## src/rtl/ospi_rd_deser.sv

```systemverilog
// OSPI read-data deserialiser: waits out the dummy cycles, packs DDR byte pairs
// into little-endian 32-bit words and buffers them in a first-word-fall-through FIFO.
module ospi_rd_deser #(
  parameter int LAT_W      = 5,
  parameter int LEN_W      = 8,
  parameter int FIFO_DEPTH = 4
) (
  input  logic             clk,
  input  logic             reset_n,
  input  logic [7:0]       dp_i,
  input  logic [7:0]       dn_i,
  input  logic             start,
  input  logic [LAT_W-1:0] lat,
  input  logic [LEN_W-1:0] len,
  input  logic             abort,
  output logic             busy,
  output logic             done,
  output logic [31:0]      rd_data,
  output logic             rd_valid,
  input  logic             rd_ready,
  output logic             overflow,
  input  logic             clear_ovf
);

  localparam int PTR_W = (FIFO_DEPTH > 1) ? $clog2(FIFO_DEPTH) : 1;
  localparam int CNT_W = PTR_W + 1;

  typedef enum logic [1:0] {
    S_IDLE = 2'd0,
    S_WAIT = 2'd1,
    S_DATA = 2'd2
  } state_t;

  state_t             state_q, state_d;
  logic [LAT_W-1:0]   lat_cnt_q, lat_cnt_d;
  logic [LEN_W-1:0]   word_cnt_q, word_cnt_d;
  logic               half_q, half_d;
  logic [15:0]        hold_q, hold_d;
  logic               done_q, done_d;
  logic               overflow_q, overflow_d;

  logic [31:0]        mem_q [FIFO_DEPTH];
  logic [PTR_W-1:0]   wr_ptr_q, rd_ptr_q;
  logic [CNT_W-1:0]   count_q;

  logic               push_s;
  logic [31:0]        push_data_s;
  logic               flush_s;
  logic               pop_s;
  logic               full_s;
  logic               wr_en_s;
  logic               drop_s;

  // State and datapath registers
  always_ff @(posedge clk or negedge reset_n) begin
    if (!reset_n) begin
      state_q    <= S_IDLE;
      lat_cnt_q  <= {LAT_W{1'b0}};
      word_cnt_q <= {LEN_W{1'b0}};
      half_q     <= 1'b0;
      hold_q     <= 16'h0000;
      done_q     <= 1'b0;
      overflow_q <= 1'b0;
    end else begin
      state_q    <= state_d;
      lat_cnt_q  <= lat_cnt_d;
      word_cnt_q <= word_cnt_d;
      half_q     <= half_d;
      hold_q     <= hold_d;
      done_q     <= done_d;
      overflow_q <= overflow_d;
    end
  end

  // Next-state, counters, pair packing and FIFO push request
  always_comb begin
    state_d     = state_q;
    lat_cnt_d   = lat_cnt_q;
    word_cnt_d  = word_cnt_q;
    half_d      = half_q;
    hold_d      = hold_q;
    done_d      = 1'b0;
    push_s      = 1'b0;
    push_data_s = 32'h0000_0000;
    flush_s     = 1'b0;

    case (state_q)
      S_IDLE: begin
        if (abort) begin
          flush_s = 1'b1;
        end else if (start) begin
          if (len != {LEN_W{1'b0}}) begin
            lat_cnt_d  = lat;
            word_cnt_d = len;
            half_d     = 1'b0;
            hold_d     = 16'h0000;
            state_d    = (lat == {LAT_W{1'b0}}) ? S_DATA : S_WAIT;
          end else begin
            done_d = 1'b1;
          end
        end else begin
          state_d = S_IDLE;
        end
      end

      S_WAIT: begin
        if (abort) begin
          flush_s    = 1'b1;
          state_d    = S_IDLE;
          lat_cnt_d  = {LAT_W{1'b0}};
          word_cnt_d = {LEN_W{1'b0}};
          half_d     = 1'b0;
          hold_d     = 16'h0000;
        end else if (lat_cnt_q <= {{(LAT_W-1){1'b0}}, 1'b1}) begin
          lat_cnt_d = {LAT_W{1'b0}};
          state_d   = S_DATA;
        end else begin
          lat_cnt_d = lat_cnt_q - {{(LAT_W-1){1'b0}}, 1'b1};
        end
      end

      S_DATA: begin
        if (abort) begin
          flush_s    = 1'b1;
          state_d    = S_IDLE;
          word_cnt_d = {LEN_W{1'b0}};
          half_d     = 1'b0;
          hold_d     = 16'h0000;
        end else begin
          half_d = ~half_q;
          if (!half_q) begin
            hold_d = {dn_i, dp_i};
          end else begin
            // Second pair of the word completes it: dp_i lands in [23:16], dn_i in [31:24]
            push_s      = 1'b1;
            push_data_s = {dn_i, dp_i, hold_q};
            word_cnt_d  = word_cnt_q - {{(LEN_W-1){1'b0}}, 1'b1};
            if (word_cnt_q == {{(LEN_W-1){1'b0}}, 1'b1}) begin
              state_d = S_IDLE;
              done_d  = 1'b1;
            end else begin
              state_d = S_DATA;
            end
          end
        end
      end

      default: begin
        state_d = S_IDLE;
      end
    endcase
  end

  assign rd_valid = (count_q != {CNT_W{1'b0}});
  assign full_s   = (count_q == CNT_W'(FIFO_DEPTH));
  assign pop_s    = rd_valid && rd_ready;
  // The PHY cannot be stalled, so a push into a full FIFO without a pop is dropped
  assign wr_en_s  = push_s && !flush_s && (!full_s || pop_s);
  assign drop_s   = push_s && !flush_s && full_s && !pop_s;

  // Sticky overflow; a new drop wins over a simultaneous clear
  always_comb begin
    if (drop_s) begin
      overflow_d = 1'b1;
    end else if (clear_ovf) begin
      overflow_d = 1'b0;
    end else begin
      overflow_d = overflow_q;
    end
  end

  // FIFO storage, pointers and occupancy
  always_ff @(posedge clk or negedge reset_n) begin
    if (!reset_n) begin
      for (int i = 0; i < FIFO_DEPTH; i++) begin
        mem_q[i] <= 32'h0000_0000;
      end
      wr_ptr_q <= {PTR_W{1'b0}};
      rd_ptr_q <= {PTR_W{1'b0}};
      count_q  <= {CNT_W{1'b0}};
    end else if (flush_s) begin
      wr_ptr_q <= {PTR_W{1'b0}};
      rd_ptr_q <= {PTR_W{1'b0}};
      count_q  <= {CNT_W{1'b0}};
    end else begin
      if (wr_en_s) begin
        mem_q[wr_ptr_q] <= push_data_s;
        wr_ptr_q        <= wr_ptr_q + {{(PTR_W-1){1'b0}}, 1'b1};
      end
      if (pop_s) begin
        rd_ptr_q <= rd_ptr_q + {{(PTR_W-1){1'b0}}, 1'b1};
      end
      if (wr_en_s && !pop_s) begin
        count_q <= count_q + {{(CNT_W-1){1'b0}}, 1'b1};
      end else if (pop_s && !wr_en_s) begin
        count_q <= count_q - {{(CNT_W-1){1'b0}}, 1'b1};
      end else begin
        count_q <= count_q;
      end
    end
  end

  assign busy     = (state_q != S_IDLE);
  assign done     = done_q;
  assign overflow = overflow_q;
  assign rd_data  = rd_valid ? mem_q[rd_ptr_q] : 32'h0000_0000;

endmodule

```

## config.mk

```make
export PLATFORM = sky130hd
export DESIGN_NAME = ospi_rd_deser
export DESIGN_NICKNAME = d
export VERILOG_FILES = /design/src/rtl/ospi_rd_deser.sv
export SDC_FILE = /design/constraint.sdc
export NUM_CORES = 1
export LEC_CHECK = 0
export ABC_AREA = 1
export BUFFER_PORTS_ARGS = -buffer_cell sky130_fd_sc_hd__buf_2
export CORE_AREA = 2 2 133 109
export DETAILED_ROUTE_END_ITERATION = 10
export DIE_AREA = 0 0 135 111
export PLACE_DENSITY = 0.84
export SETUP_SLACK_MARGIN = 0.2
export SLEW_MARGIN = 40
export SYNTH_ARGS = -nofsm -noshare
export SYNTH_HDL_FRONTEND = slang
export SYNTH_SLANG_ARGS = --single-unit
```

## constraint.sdc

```tcl
create_clock -name clk -period 5.7 [get_ports clk]
set_clock_uncertainty 0.1 [all_clocks]
set_input_delay 0.855 -clock clk [delete_from_list [all_inputs] [get_ports clk]]
set_output_delay 0.855 -clock clk [all_outputs]
set_load 0.03 [all_outputs]
```

==> results of run 1 <==
## flip-flops by register name (all words and copies together), names as in the netlist
signal	cells
wr_ptr_q	2
hold_q	16
rd_ptr_q	2
word_cnt_q	8
count_q	3
lat_cnt_q	5
mem_q	128
done	1
half_q	1
overflow	1
state_q	2
## metal layers
metal  vias to the layer above  wire length, um  share of wire, %  track usage (%)
li1                       3657                -                 -                -
met1                      3698             9490                43             45.9
met2                       344            10100                46             46.7
met3                        32             1930               8.8             6.40
met4                         0              331               1.5             8.47
met5                         -                0                 0                0
## power breakdown
part	internal [mW]	total [mW]	switching, mW
Sequential	1.37	1.47	0.0964
Clock	0.829	1.30	0.476
Combinational	0.423	1.54	1.11
## worst register-to-register path, stage by stage, from the launching register on
cell and delay, ns:
sky130_fd_sc_hd__dfrtp_1 0.41, sky130_fd_sc_hd__inv_1 0.09, sky130_fd_sc_hd__ha_1 0.19, sky130_fd_sc_hd__nand2_4 0.10
sky130_fd_sc_hd__nor2_8 0.15, sky130_fd_sc_hd__nand2_8 0.32, sky130_fd_sc_hd__nor2_8 0.74, sky130_fd_sc_hd__o21ai_0 0.26
## stage by stage
stage | setup WS [ns] | cells | utilization, % | instance area [sq um] | power (mW)
floorplan | 3.22 | 1131 | - | 8670 | 2.59
global placement | 2.93 | 1330 | 64.7 | 8970 | 2.95
detailed placement | 2.85 | 1331 | 65.0 | 9000 | 2.99
CTS | 2.42 | 1362 | 69.7 | 9670 | 4.30
global route | 2.25 | 1365 | 70.3 | 9740 | 4.56
finish | 2.37 | 1366 | 70.3 | 9740 | 4.31
## final cells by class
type / instances / area, sq um
Sequential cell: 169 / 4230
Fill cell: 1098 / 4120
Multi-Input combinational cell: 761 / 3580
Inverter: 140 / 526
Timing Repair Buffer: 80 / 508
Clock buffer: 18 / 439
Tap cell: 184 / 230
Clock inverter: 13 / 225
Antenna cell: 1 / 2.50
## final timing paths
check                               end  slack, ns
min                        lat_cnt_q[4]       0.26
max in group asynchronous     mem_q[96]       4.19
min in group clk               mem_q[3]       0.37
max reg2reg                   mem_q[33]       3.17
min reg2reg                    mem_q[3]       0.37
max                         rd_data[20]       2.37
## placed cells by master (no fill, tap or decap), drive strengths merged, types with 5 or more instances in the layout
cell type and n:
inv 137, buf 80, xor2 5, bufinv 6, dfrtp 169, nand2 338
nor2 67, nand3 16, o21ai 212, a21oi 100, clkinv 9, ha 12
clkbuf 18
## kinds of logic (layout without fill, tap and decap cells)
logic type	after synthesis	after routing	share of synthesized area (%)
xor+xnor	6	6	0.606
compound gates	316	316	18.3
buf+inv	201	251	9.91
flops	169	169	48.8
other cells	0	1	0
fa+ha+maj	13	13	1.96
simple gates	426	426	20.4
==> impl_results.md, run 1 <==
* Status: complete, no violations
* Top FF cell, synth: sky130_fd_sc_hd__dfrtp_1
* Count of clock tree sinks at 169
* Synthesis warning total at 0
* Worst path slowest cell: sky130_fd_sc_hd__inv_1
* Sequential-to-total area share from yosys stat at 48.8%
* PostCTS Resize Cnt at 0
* Row cnt at 39
* Crit path cell chain: nor2_1 -> nand2_1 -> inv_1 -> buf_4 -> a21oi_1 -> buf_2
* Post-CTS Hold Buffers at 0
* Largest net degree at the start of global routing at 72
* Port buffer count at 70
* Wire length of the first global-routing pass at 36,500 um
* Later-pin clock latency in the skew report at 0.43 ns
* Fraction of registers with async set or reset after synthesis at 100%
* Nature of the critical path endpoint: output pin
* Vias in the first global route at 7,345
* Critical Path RT at 4.74 ns
* Depth of the critical timing path with buffers and inverters included at 6
* Clk root buf: sky130_fd_sc_hd__clkbuf_16
* Maximum buffer depth of the clock tree at 2
* Area leader, netlist: sky130_fd_sc_hd__dfrtp_1
* Area Overhead vs Synth at 12.4%
* Number of iterations in the first detailed-routing pass at 5
* Min cycle time layout at 3.33 ns
* Wire length per cell after detailed routing at 16.0 um
* Area of the mapped netlist at 0.00867 sq mm
* Number of flops mapped to enable cells by yosys at 0
* Number of clock buffers inserted by TritonCTS at 17
* Hold WC Path Type: input port to async pin
* Number of nets in the final layout at 1,217
* Antenna viol nets, final at 0
* Areal power density over the cells at 443 mW/mm^2
* Hold violation total from the final report at 0
* Vertical die dimension at 111 um
* Max-slew violations at 0
* Worst vdd ir at 447 uV
* Area of the placeable core at 0.0139 sq mm
* Arrival time worst endpoint at 2.37 ns
* Final WL at 21,900 um
* Clock input transition at the sequential cells of the worst setup and hold paths at 0.07 ns
* Kind of cell with the highest combined delay on the critical path: buffers and inverters
* Number of setup buffers added after CTS at 0
* RD Place Congestion at 0.854
* Highest fanout seen on the critical path at 17
* Overall routing resource usage at 31.0%
* Clock H-tree levels at 4
* Area fraction of the dominant cell type after synthesis at 48.8%
* Average size of a mapped cell at 7.67 sq um
* Worst rel slew slack at 47.6%
* Clock tree from TritonCTS: done
* WHS at 0.259 ns
* Number of vias after detailed routing at 7,731
* Crit path from: count_q[0]
* Fraction of final layout cells sized beyond drive strength 1 at 11.4%
* Final-layout setup total negative slack at 0 ns
* Post-detail-place hpwl at 13,200 um
* Die Width at 135 um
* First DRT Iteration DRCs at 761
* Number of library cell types mapped by synthesis at 34
* Count of boundary I/O pins at 71
* Number of max-cap violations at 0
* R2R Path Start: state_q[0]
* Most repeated cell in the gate-level netlist after synthesis: sky130_fd_sc_hd__nand2_1
* Static leakage power at 5.17 nW
* Critical path startpoint category: flop
* Maximum clock rate at 300 MHz
* Post-synth top cells: sky130_fd_sc_hd__nand2_1, sky130_fd_sc_hd__dfrtp_1, sky130_fd_sc_hd__o21ai_0
* Flops & latches, synth at 169
* Final count of negative-setup-slack endpoints at 0
* Maximum cell stage delay along the critical path at 0.58 ns
* Overall overflow remaining after global route at 0
* Setup repair after global routing missed its margin: false
* Total Die Area at 0.0150 sq mm
* Transition time at the pin with the least slew margin at 0.787 ns
* Instance count of the mapped netlist at 1,131
* Logic depth of the worst register-to-register path at 7
* Portion of the clock cycle consumed by the worst path in the final layout at 58.4%
* Detailed-route vias per instance at 5.66
* Starting density of the core at 62.6%
* Buffers plus inverters on the worst setup path at 3
* DRC violations left at 0
* Top cells by area in the synthesized netlist: sky130_fd_sc_hd__dfrtp_1, sky130_fd_sc_hd__nand2_1, sky130_fd_sc_hd__o21ai_0
* Crit Path Class: flop to output pin
* Number of antenna violations at the first check in global routing at 0
* Nets in the synthesized netlist at 1,179
(Power assumes the default switching activity.)
==> run 2: changes to the inputs <==
- CORE_AREA: 2 2 133 109 -> 2 2 145 119
- DIE_AREA: 0 0 135 111 -> 0 0 147 121
- PLACE_DENSITY: 0.84 -> 0.75
- clock period: 5.7 -> 2.9 ns (I/O delays scaled with it)
==> run 2 against run 1 <==
Die area grew 19%. Setup slack lost 2.1 ns. Critical path depth grew 1. Cell count grew 3.7%. Final area grew 2.6%. Via count shrank 1.9%. Largest power group unchanged. Clock power grew 120%.
==> impl_results.md, run 2 (synthesized netlist as in run 1, its figures left out) <==
* Wire length per cell after detailed routing at 15.9 um (-0.67%)
* DRC violations left at 0 (unchanged)
* Total Die Area at 0.0178 sq mm (+19%)
* Areal power density over the cells at 890 mW/mm^2 (+100%)
* Maximum clock rate at 387 MHz
* Post-detail-place hpwl at 14,800 um (+12%)
* Hold WC Path Type: input port to flop
* Overall overflow remaining after global route at 0 (unchanged)
* Maximum buffer depth of the clock tree at 2 (unchanged)
* Row cnt at 42 (+7.7%)
* Final Instance Count excl. Fillers at 1,417 (+3.7%)
* Number of clock buffers inserted by TritonCTS at 17 (unchanged)
* RD Place Congestion at 0.861 (+0.75%)
* Number of fill cells at 1,454 (+32%)
* Min cycle time layout at 2.58 ns
* Count of clock tree sinks at 169 (unchanged)
* Area Overhead vs Synth at 15.3%
* Biggest registers after layout: mem_q x128, hold_q x16, word_cnt_q x8
* Largest net degree at the start of global routing at 59 (-18%)
* Area of the placeable core at 0.0163 sq mm (+18%)
* Fraction of final layout cells sized beyond drive strength 1 at 12.4% (+0.93 points)
* Number of diodes at 0 (-1)
* Total placed cells including tap cells at 1,382 (+3.8%)
* Post-detailed-placement cell area at 0.00921 sq mm (+2.3%)
* Area occupied by registers at 0.00423 sq mm (unchanged)
* Number of antenna violations at the first check in global routing at 0 (unchanged)
* Final-layout setup total negative slack at 0 ns (unchanged)
* First DRT Iteration DRCs at 806 (+5.9%)
* Hold violation total from the final report at 0 (unchanged)
* Number of iterations in the first detailed-routing pass at 5 (unchanged)
* Area of the multi-input gates at 0.00359 sq mm (+0.10%)
* Vertical die dimension at 121 um (+9.0%)
* Static leakage power at 5.28 nW (+2.0%)
* Number of max-cap violations at 0 (unchanged)
* Final WL at 22,500 um (+3.0%)
* Commonest cells after routing, fill and taps aside: sky130_fd_sc_hd__nand2_1, sky130_fd_sc_hd__o21ai_0, sky130_fd_sc_hd__dfrtp_1, sky130_fd_sc_hd__inv_1, sky130_fd_sc_hd__a21oi_1
* Clk root buf: sky130_fd_sc_hd__clkbuf_16
* Arrival time worst endpoint at 2.05 ns (-0.32 ns)
* Critical path startpoint category: flop
* Die Width at 147 um (+8.9%)
* Starting density of the core at 53.2% (-9.3 points)
* Highest fanout seen on the critical path at 17 (unchanged)
* Leading cell type in the layout, fill and taps excluded: sky130_fd_sc_hd__nand2_1
* Critical Path RT at 2.37 ns (-2.37 ns)
* Worst rel slew slack at 61.4% (+14 points)
* Transition time at the pin with the least slew margin at 0.579 ns (-0.208 ns)
* Nature of the critical path endpoint: output pin
* Flip-flop count of the largest register after layout at 128 (unchanged)
* Antenna viol nets, final at 0 (unchanged)
* Number of nets in the final layout at 1,232 (+1.2%)
* Clock tree from TritonCTS: done
* Crit Path Class: flop to output pin
* Wire length of the first global-routing pass at 37,300 um (+2.1%)
* Clock input transition at the sequential cells of the worst setup and hold paths at 0.07 ns (about the same)
* Max-slew violations at 0 (unchanged)
* Number of vias after detailed routing at 7,582 (-1.9%)
* Vias in the first global route at 7,183 (-2.2%)
* Port buffer count at 70 (unchanged)
* WHS at 0.123 ns (-0.135 ns)
* Worst vdd ir at 857 uV (+92%)
* Count of boundary I/O pins at 71 (unchanged)
* Final count of negative-setup-slack endpoints at 0 (unchanged)
* Biggest register: mem_q
* Portion of the clock cycle consumed by the worst path in the final layout at 89.1%
* Overall routing resource usage at 26.8% (-4.1 points)
* Design area at 0.0100 sq mm (+2.6%)
* Status: complete, no violations
* Detailed-route vias per instance at 5.35 (-5.5%)
* Clock H-tree levels at 4 (unchanged)
* Later-pin clock latency in the skew report at 0.44 ns (about the same)
* Setup repair after global routing missed its margin: false
run 2: changes by cell type in the layout (fill, tap and decap cells not counted), sizes merged:
cell / before / now
diode: 1 / 0
clkbuf: 18 / 21
bufinv: 6 / 9
buf: 80 / 94
dlygate4sd3: 0 / 1
clkinv: 9 / 3
inv: 137 / 138
run 2: report_power, final:
part	switching (mW)	internal (mW)	total, mW
clock	0.962	1.95	2.91
sequential	0.204	2.70	2.91
combinational	2.20	0.877	3.08
run 2: metrics by stage:
| stage | setup slack, ns | power (mW) | util (%) |
|---|---|---|---|
| floorplan | 0.843 | 5.10 | - |
| global placement | 0.670 | 5.88 | 56.5 |
| detailed placement | 0.651 | 5.96 | 56.5 |
| CTS | 0.262 | 8.88 | 61.3 |
| global route | 0.203 | 9.39 | 61.4 |
| finish | 0.315 | 8.90 | 61.4 |
run 2: metal layers:
layer | share of wire [%] | global-route usage (%)
met1 | 46 | 38.7
met2 | 45 | 41.1
met3 | 8.1 | 6.17
met4 | 1.4 | 7.21
met5 | 0 | 0
run 2: worst paths after layout:
check / start / endpoint / slack (ns) / depth (start not counted)
min: clear_ovf / overflow / 0.12 / 2
min reg2reg: mem_q[121] / mem_q[121] / 0.38 / 2
max in group asynchronous: reset_n / mem_q[126] / 1.51 / 3
max reg2reg: state_q[0] / hold_q[9] / 0.71 / 8
max: rd_ptr_q[1] / rd_data[29] / 0.32 / 7
min in group asynchronous: reset_n / lat_cnt_q[4] / 0.44 / 2
run 2: area by class of cell:
class | count | area share [%]
clock buffer | 21 | 4.71
clock inverter | 11 | 2.87
inverter | 140 | 5.26
multi-input combinational | 761 | 35.9
sequential | 169 | 42.3
tap | 220 | 2.75
timing repair buffer | 95 | 6.22
run 2: worst max-delay path, cell delays in order, from the launching register on:
cell and delay [ns]:
sky130_fd_sc_hd__dfrtp_1 0.35, sky130_fd_sc_hd__buf_4 0.25, sky130_fd_sc_hd__inv_1 0.09, sky130_fd_sc_hd__buf_4 0.21, sky130_fd_sc_hd__a21oi_1 0.11, sky130_fd_sc_hd__o21ai_0 0.11, sky130_fd_sc_hd__a21oi_2 0.25, sky130_fd_sc_hd__buf_2 0.25
run 2: repair_timing:
action | 4_1_cts | 5_1_grt
endpoints found under the setup margin | 1 | 1
hold buffers | 1 | 0
resized for setup | 0 | 1
hold endpoints to repair | 54 | 0
setup buffers | 2 | 0
==> run 3: changes to the inputs <==
- BUFFER_PORTS_ARGS: -buffer_cell sky130_fd_sc_hd__buf_2 -> -buffer_cell sky130_fd_sc_hd__clkbuf_2
==> run 3 against run 2 <==
Final area shrank 1.7%. Hold slack gained 0.0084 ns. Critical path depth shrank 1. Critical endpoint is now rd_data[22]. Maximum frequency shrank 0.44%. Wire length shrank 1.5%. Sequential share of layout area grew 0.74 points. Largest cell class unchanged. Utilization shrank 1.0 points. Global-route usage shrank 0.24 points.
==> impl_results.md, run 3 (synthesized netlist as in run 1, its figures left out) <==
* Post-detailed-placement cell area at 0.00919 sq mm (-0.24%)
* Status: complete, no violations
* Number of vias after detailed routing at 7,532 (-0.66%)
* Setup repair after global routing missed its margin: false
* Number of clock buffers inserted by TritonCTS at 17 (unchanged)
* Wire length of the first global-routing pass at 37,100 um (-0.59%)
* Biggest registers after layout: mem_q x128, hold_q x16, word_cnt_q x8
* Global-route met2 utilization at 40.7% (-0.41 points)
* Detailed-route vias per instance at 5.33 (-0.31%)
* Later-pin clock latency in the skew report at 0.44 ns (about the same)
* WHS at 0.132 ns (+0.00844 ns)
* Worst rel slew slack at 53.2% (-8.2 points)
* Total Die Area at 0.0178 sq mm (unchanged)
* Maximum cell stage delay along the critical path at 0.50 ns (+0.15 ns)
* Wire length per cell after detailed routing at 15.7 um (-1.1%)
* DRC violations left at 0 (unchanged)
* Post-layout worst setup margin at 0.304 ns (-0.0115 ns)
* Flip-flop count of the largest register after layout at 128 (unchanged)
* Number of fill cells at 1,475 (+1.4%)
* Count of boundary I/O pins at 71 (unchanged)
* Fraction of the core area covered by cells at the end of the flow at 60.3% (-1.0 points)
* Vertical die dimension at 121 um (unchanged)
* Final-layout setup total negative slack at 0 ns (unchanged)
* M3 GR Usage at 6.50% (+0.34 points)
* Worst R2R Setup Slack at 0.53 ns (-0.18 ns)
* Row cnt at 42 (unchanged)
* Total placed cells including tap cells at 1,379 (-0.22%)
* Commonest cells after routing, fill and taps aside: sky130_fd_sc_hd__nand2_1, sky130_fd_sc_hd__o21ai_0, sky130_fd_sc_hd__dfrtp_1, sky130_fd_sc_hd__inv_1, sky130_fd_sc_hd__a21oi_1
* Clock H-tree levels at 4 (unchanged)
* Number of nets in the final layout at 1,229 (-0.24%)
* Maximum buffer depth of the clock tree at 2 (unchanged)
* Min cycle time layout at 2.60 ns (+0.0115 ns)
* Worst path slowest cell: sky130_fd_sc_hd__dfrtp_4
* Clock input transition at the sequential cells of the worst setup and hold paths at 0.06 ns (about the same)
* Number of max-cap violations at 0 (unchanged)
* Transition time at the pin with the least slew margin at 0.701 ns (+0.123 ns)
* Hold violation total from the final report at 0 (unchanged)
* Clock tree from TritonCTS: done
* Final count of negative-setup-slack endpoints at 0 (unchanged)
* Area Overhead vs Synth at 13.4%
* Setup slack at placement at 0.555 ns (-0.0965 ns)
* RD Place Congestion at 0.880 (+2.3%)
* Number of iterations in the first detailed-routing pass at 5 (unchanged)
* Max-slew violations at 0 (unchanged)
* Crit Path Class: flop to output pin
* Vias in the first global route at 7,162 (-0.29%)
* Fraction of final layout cells sized beyond drive strength 1 at 11.9% (-0.45 points)
* Leading cell type in the layout, fill and taps excluded: sky130_fd_sc_hd__nand2_1
* Portion of the clock cycle consumed by the worst path in the final layout at 89.5% (+0.40 points)
* Critical Path RT at 2.37 ns (about the same)
* Highest fanout seen on the critical path at 36 (+19)
* Hold WC Path Type: input port to flop
* Maximum clock rate at 385 MHz (-0.44%)
* First DRT Iteration DRCs at 574 (-29%)
* Busiest layer in global routing: met2
* Area of the placeable core at 0.0163 sq mm (unchanged)
* CP dominant cell by count: sky130_fd_sc_hd__a21oi_1
* Number of diodes at 0 (unchanged)
* Worst vdd ir at 885 uV (+3.3%)
* Critical path startpoint category: flop
* Die Width at 147 um (unchanged)
* Crit path cell chain: clkinv_1 -> buf_4 -> a21oi_1 -> o21ai_0 -> a21oi_1 -> buf_2
* Port buffer count at 70 (unchanged)
* Overall overflow remaining after global route at 0 (unchanged)
* Starting density of the core at 53.2% (unchanged)
* Biggest register: mem_q
* Clk root buf: sky130_fd_sc_hd__clkbuf_16
* Largest net degree at the start of global routing at 51 (-14%)
* Nature of the critical path endpoint: output pin
* Power after layout at 8.37 mW (-5.9%)
* GR Util met1 at 38.0% (-0.74 points)
* Static leakage power at 5.18 nW (-1.8%)
* Design area at 0.00983 sq mm (-1.7%)
* Arrival time worst endpoint at 2.06 ns (about the same)
* Overall routing resource usage at 26.6% (-0.24 points)
* Final WL at 22,200 um (-1.5%)
* Post-detail-place hpwl at 14,400 um (-2.4%)
* Antenna viol nets, final at 0 (unchanged)
* Count of clock tree sinks at 169 (unchanged)
* Areal power density over the cells at 852 mW/mm^2 (-4.3%)
* Number of antenna violations at the first check in global routing at 0 (unchanged)
* Final Instance Count excl. Fillers at 1,412 (-0.35%)
==> run 3: cell count changes in the layout (fill, tap and decap cells not counted) <==
cell / change
sky130_fd_sc_hd__buf_2: -68
sky130_fd_sc_hd__dfrtp_4: +1
sky130_fd_sc_hd__bufinv_16: -5
sky130_fd_sc_hd__buf_4: -2
sky130_fd_sc_hd__clkbuf_1: +1
sky130_fd_sc_hd__clkbuf_2: +67
sky130_fd_sc_hd__clkinv_2: +4
sky130_fd_sc_hd__clkbuf_8: -1
sky130_fd_sc_hd__dfrtp_2: -1
sky130_fd_sc_hd__inv_6: -1
==> run 3: worst max-delay path, delay by kind of cell, from the launching register on <==
family | cells | cell delay, ns
buf+inv | 3 | 0.60
compound gates | 3 | 0.51
flops | 1 | 0.50
==> run 3: area by class of cell <==
type                    instances  area, sq um  area share (%)
flip-flops and latches        169         4230            43.1
multi-input cells             761         3590            36.5
repair buffers                 92          602            6.12
inverters                     140          526            5.35
clock buffers                  21          460            4.68
well taps                     220          275            2.80
clock inverters                 9          148            1.50
==> run 3: where the power goes <==
group	switching [mW]	total, mW	internal (mW)
logic	2.19	3.06	0.871
registers	0.216	2.92	2.71
clock network	0.917	2.39	1.47
==> run 3: routing by layer <==
metal,vias up,routed length (um)
li1,3681,-
met1,3523,10300
met2,302,9780
met3,26,1900
met4,0,269
met5,-,0
==> run 3: final timing paths <==
path / to / start / depth (start not counted)
worst min register to register: mem_q[2] / mem_q[2] / 2
worst max register to register: hold_q[2] / state_q[0] / 7
min in group asynchronous: lat_cnt_q[1] / reset_n / 2
worst min-delay path: overflow / clear_ovf / 2
max in group asynchronous: mem_q[96] / reset_n / 3
worst max-delay path: rd_data[22] / rd_ptr_q[0] / 6
==> run 3: timing repair <==
item,in CTS,in global routing
endpoints found under the setup margin,10,20
gates resized for setup,2,4
hold endpoints to repair,45,0
pin swaps,0,1
setup buffers,0,2
hold buffers,1,0
gates cloned,0,0
